File: config.mk
export PLATFORM = sky130hd
export DESIGN_NAME = ej32_trace_buf
export DESIGN_NICKNAME = d
export VERILOG_FILES = /design/src/rtl/ej32_trace_buf.sv
export SDC_FILE = /design/constraint.sdc
export NUM_CORES = 1
export LEC_CHECK = 0
export CAP_MARGIN = 15
export CORE_MARGIN = 3
export CORE_UTILIZATION = 65
export CTS_CLUSTER_SIZE = 30
export DETAILED_ROUTE_END_ITERATION = 8
export HOLD_SLACK_MARGIN = 0.06
export PLACE_DENSITY = 0.93
export SKIP_CTS_REPAIR_TIMING = 1
export SLEW_MARGIN = 20
export SYNTH_ARGS = -nofsm -noshare
export SYNTH_HDL_FRONTEND = slang
export SYNTH_SLANG_ARGS = --single-unit
File: constraint.sdc
create_clock -name clk -period 4.5 [get_ports clk]
set_input_delay 0.675 -clock clk [delete_from_list [all_inputs] [get_ports clk]]
set_output_delay 0.675 -clock clk [all_outputs]
set_load 0.01 [all_outputs]
File: src/rtl/ej32_trace_buf.sv
// On-chip trace capture for the eJ32 core: records {code,phase,rp,p} per sample
// into a circular buffer (wrap / stop / trigger+post / call-return modes), drained FWFT.
module ej32_trace_buf #(
    parameter int          AW      = 16,
    parameter int          DEPTH   = 16,
    parameter int          POST    = 4,
    parameter logic [7:0]  OP_CALL = 8'hb6,
    parameter logic [7:0]  OP_RET  = 8'hb1
) (
    input  logic                       clk,
    input  logic                       rst_n,
    input  logic                       en_i,
    input  logic [1:0]                 mode_i,
    input  logic [7:0]                 trig_code_i,
    input  logic                       smp_vld_i,
    input  logic [AW-1:0]              smp_p_i,
    input  logic [4:0]                 smp_rp_i,
    input  logic [7:0]                 smp_code_i,
    input  logic [2:0]                 smp_phase_i,
    input  logic                       rd_rdy_i,
    output logic                       rd_vld_o,
    output logic [16+AW-1:0]           rd_data_o,
    output logic [$clog2(DEPTH):0]     count_o,
    output logic [1:0]                 state_o,
    output logic                       ovf_o
);
    // state | meaning
    // IDLE  | not capturing; contents retained and readable
    // ARMED | trigger mode: pre-trigger history recorded circularly
    // CAPT  | capturing per latched mode
    // DONE  | capture finished; waits for en low
    localparam int PW = $clog2(DEPTH);
    localparam int CW = PW + 1;
    localparam int DW = 16 + AW;

    typedef enum logic [1:0] {
        ST_IDLE  = 2'd0,
        ST_ARMED = 2'd1,
        ST_CAPT  = 2'd2,
        ST_DONE  = 2'd3
    } state_t;

    state_t          state_q, state_d;
    logic [1:0]      mode_q, mode_d;
    logic [PW-1:0]   wr_ptr_q, wr_ptr_d;
    logic [PW-1:0]   rd_ptr_q, rd_ptr_d;
    logic [CW-1:0]   count_q, count_d;
    logic [CW-1:0]   post_cnt_q, post_cnt_d;
    logic            ovf_q, ovf_d;
    logic [DW-1:0]   mem_q [DEPTH];

    logic            full, call_evt, ret_evt, rec, pop;

    always_comb begin
        state_d    = state_q;
        mode_d     = mode_q;
        wr_ptr_d   = wr_ptr_q;
        rd_ptr_d   = rd_ptr_q;
        count_d    = count_q;
        post_cnt_d = post_cnt_q;
        ovf_d      = ovf_q;

        full     = (count_q == CW'(DEPTH));
        call_evt = (smp_code_i == OP_CALL) && (smp_phase_i == 3'd2);
        ret_evt  = (smp_code_i == OP_RET)  && (smp_phase_i == 3'd0);
        rec      = en_i && smp_vld_i
                   && ((state_q == ST_ARMED) || (state_q == ST_CAPT))
                   && ((mode_q != 2'd3) || call_evt || ret_evt);
        pop      = (count_q != '0) && rd_rdy_i;

        if (rec) wr_ptr_d = wr_ptr_q + 1'b1;
        if (pop) rd_ptr_d = rd_ptr_q + 1'b1;
        // A push into a full buffer with no concurrent pop evicts the oldest entry.
        if (rec && !pop) begin
            if (full) begin
                rd_ptr_d = rd_ptr_q + 1'b1;
                ovf_d    = 1'b1;
            end else begin
                count_d  = count_q + 1'b1;
            end
        end else if (pop && !rec) begin
            count_d = count_q - 1'b1;
        end

        unique case (state_q)
            ST_IDLE: begin
                if (en_i) begin
                    wr_ptr_d   = '0;
                    rd_ptr_d   = '0;
                    count_d    = '0;
                    ovf_d      = 1'b0;
                    post_cnt_d = '0;
                    mode_d     = mode_i;
                    state_d    = (mode_i == 2'd2) ? ST_ARMED : ST_CAPT;
                end
            end
            ST_ARMED: begin
                if (!en_i) begin
                    state_d = ST_IDLE;
                end else if (rec && (smp_code_i == trig_code_i)) begin
                    post_cnt_d = CW'(POST);
                    state_d    = ST_CAPT;
                end
            end
            ST_CAPT: begin
                if (!en_i) begin
                    state_d = ST_IDLE;
                end else if ((mode_q == 2'd1) && (count_d == CW'(DEPTH))) begin
                    state_d = ST_DONE;
                end else if ((mode_q == 2'd2) && rec) begin
                    post_cnt_d = post_cnt_q - 1'b1;
                    if (post_cnt_q == CW'(1)) state_d = ST_DONE;
                end
            end
            ST_DONE: begin
                if (!en_i) state_d = ST_IDLE;
            end
            default: state_d = ST_IDLE;
        endcase
    end

    always_ff @(posedge clk or negedge rst_n) begin
        if (!rst_n) begin
            state_q    <= ST_IDLE;
            mode_q     <= 2'd0;
            wr_ptr_q   <= '0;
            rd_ptr_q   <= '0;
            count_q    <= '0;
            post_cnt_q <= '0;
            ovf_q      <= 1'b0;
        end else begin
            state_q    <= state_d;
            mode_q     <= mode_d;
            wr_ptr_q   <= wr_ptr_d;
            rd_ptr_q   <= rd_ptr_d;
            count_q    <= count_d;
            post_cnt_q <= post_cnt_d;
            ovf_q      <= ovf_d;
        end
    end

    // Storage needs no reset: validity is tracked entirely by count_q.
    always_ff @(posedge clk) begin
        if (rec) mem_q[wr_ptr_q] <= {smp_code_i, smp_phase_i, smp_rp_i, smp_p_i};
    end

    assign rd_vld_o  = (count_q != '0);
    assign rd_data_o = mem_q[rd_ptr_q];
    assign count_o   = count_q;
    assign state_o   = state_q;
    assign ovf_o     = ovf_q;

endmodule

==> results of run 1 <==
per-layer routing:
layer / global-route usage / vias up / wire length, um
met4: 0.1221 / 0 / 2227
met5: 0 / - / 0
met2: 0.5066 / 906 / 26460
met1: 0.3797 / 6064 / 18310
li1: - / 5085 / -
met3: 0.05552 / 174 / 4732
state kept, by name, indices dropped and copies added, names as in the netlist:
register and flops:
count_o 5, rd_ptr_q 4, mem_q 512, wr_ptr_q 4, post_cnt_q 5, mode_q 2
state_o 2, ovf_o 1
layout make-up:
cell class,count,share of cell area
Sequential cell,535,0.6438
Tap cell,435,0.02196
Clock inverter,31,0.009540
Timing Repair Buffer,140,0.05704
Multi-Input combinational cell,581,0.2121
Clock buffer,62,0.05355
Inverter,13,0.001969
final timing paths:
check                            startpoint            end  cells after the start
worst max-delay path            rd_ptr_q[1]  rd_data_o[14]                      7
worst min-delay path                  rst_n     state_o[1]                      1
worst max register to register   state_o[0]   mem_q[2][18]                      7
worst min register to register        ovf_o          ovf_o                      2
max in group asynchronous             rst_n    rd_ptr_q[3]                      1
min in group clk                      ovf_o          ovf_o                      2
through the flow:
stage | area, um^2 | total power, W | instances
2_1_floorplan | 21480 | 0.008735 | 1192
3_3_place_gp | 23230 | 0.01035 | 1704
3_5_place_dp | 23230 | 0.01053 | 1704
4_1_cts | 24790 | 0.01464 | 1797
5_1_grt | 24790 | 0.01515 | 1797
6_report | 24790 | 0.01464 | 1797
power by group through the flow:
| stage | Sequential [W] | Clock [W] | Combinational (W) |
|---|---|---|---|
| final | 0.00596 | 0.00406 | 0.00462 |
| after global routing | 0.00598 | 0.00425 | 0.00492 |
| after CTS | 0.00594 | 0.00409 | 0.00461 |
| after detailed placement | 0.00604 | 0 | 0.00449 |
| after global placement | 0.00602 | 0 | 0.00433 |
| after floorplan | 0.00585 | 0 | 0.00289 |
placed cells by master (no fill, tap or decap), drive strengths merged, types with 32 or more instances in the layout:
cell           count
nand2             60
mux4              64
edfxtp           512
a22oi             32
a21oi             42
mux2i            103
a221oi            33
o21ai             69
clkbuf            62
clkdlybuf4s50     86
buf               54
kinds of logic (layout without fill, tap and decap cells):
| family | count (synthesis) | after routing | synth area share |
|---|---|---|---|
| and+or+nand+nor | 153 | 153 | 0.03664 |
| adders and majority gates | 16 | 16 | 0.009320 |
| DFF | 535 | 535 | 0.7425 |
| buffers and inverters | 76 | 246 | 0.01398 |
| muxes | 196 | 196 | 0.1303 |
| xor gates and xnor gates | 17 | 17 | 0.006931 |
| AOI/OAI and AO/OA | 199 | 199 | 0.06029 |
==> reports/qor.yml, run 1 <==
status: "finished clean"
cp_slowest_cell: "dfrtp_2"
crit_path_max_fanout: 19
crit_chain: "nand2_1 -> buf_4 -> o21ai_0 -> a21oi_1 -> o21ai_0 -> nand2_1 -> clkdlybuf4s50_1"
drive_gt1_frac: 0.1806
fill_cells: 1679
cts_buffers: 50
track_usage: 0.2964
netlist_area_mm2: 0.02148
synth_ff_type: "edfxtp_1"
drv_slew: 0
clock_path_buffers: 3
ys_warn_count: 0
clk_pin_slew_ps: 60
synth_largest_area_cell: "edfxtp_1"
fin_crit_sh: 0.9145
ys_async_sr_fraction: 0.04299
hpwl_um: 29190
grt.overflow.total: 0
max_slew_margin: 0.4730
multi_input_area_mm2: 0.005259
viasPerCell: 6.805
ys_top_cells_by_area: "edfxtp_1 (72%), mux4_2 (6.7%), mux2i_1 (4.8%)"
p_seq_frac: 0.407
wl_um: 51730
clockRootBuffer: "clkbuf_16"
nets: 1384
peakVddDrop_uv: 405.0
die_area_mm2: 0.03527
io_buffer_count: 87
core-area_mm2: 0.03204
avgSynthCellArea_um2: 18.02
yosysMostFrequentCell: "edfxtp_1"
crit_family: "buffers and inverters"
synthTopCellsByCount: "edfxtp_1 (512), mux2i_1 (103), o21ai_0 (67)"
final_hold_viol_count: 0
num_antenna_cells: 0
crit_path_start_kind: "flop"
synth_nets: 1255
vias: 12230
die_y_um: 187.8
ys_types: 55
power_frac_clock: 0.277
cts_tree: "built"
gp_congestion: 0.8138
cts_sinks: 535
die_x_um: 187.8
grt_max_degree: 58
antenna_found_initial: 0
crit_buf_inv: 2
wl_per_cell_um: 28.79
synthToLayoutAreaGrowth_pct: 15.40
rrSetupSlack_ps: 1390
fp-row-count: 65
p_leak_nw: 8.292
fin_ws_ps: 384.9
power_frac_comb: 0.316
dr.pass1.iters: 5
cp_slowest_stage_delay_ps: 620
p_sw_frac: 0.3132
worstSetupEndpointType: "output port"
grt_pass1_vias: 12820
drtIter0Drc: 1494
grt_pass1_wl_um: 78740
p_per_area_mw_per_mm2: 590.5
skew_ps: 22.02
synthCells: 1192
cp.arrival_ps: 3440
drc_errors: 0
ys_ff_latch: 535
layout_min_cycle_time_ps: 4115
fmax_mhz: 243.0
max_cap_violations: 0
initial_core_util: 0.6704
ff_latch_area_mm2: 0.01596
setup_tns_ps: 0
rsz0062_at_grt: "false"
fin_hold_ws_ps: 92.34
ioPinCount: 88
final_util: 0.7736
required_ps: 3830
synth_top_area_share: 0.7158
htreeDepth: 2
antenna_left: 0
synth-edff-count: 512
yosysSeqAreaShare: 0.7425
hold_path_class: "primary input to async pin"
setup_viol: 0
pre_cts_slack_ps: 722.0
crit_type: "flop to output port"
tightest_slew_ps: 788.0
power.switching_w: 0.004585
clock_latency_ps: 570
p_int_w: 0.01005
No activity file was read; power rests on OpenSTA's default activity.
==> inputs of run 2 (changes only) <==
SETUP_SLACK_MARGIN = 0.02   (was default)
==> results of run 2 <==
Final layout, timing and power as in run 1 (identical DEF).
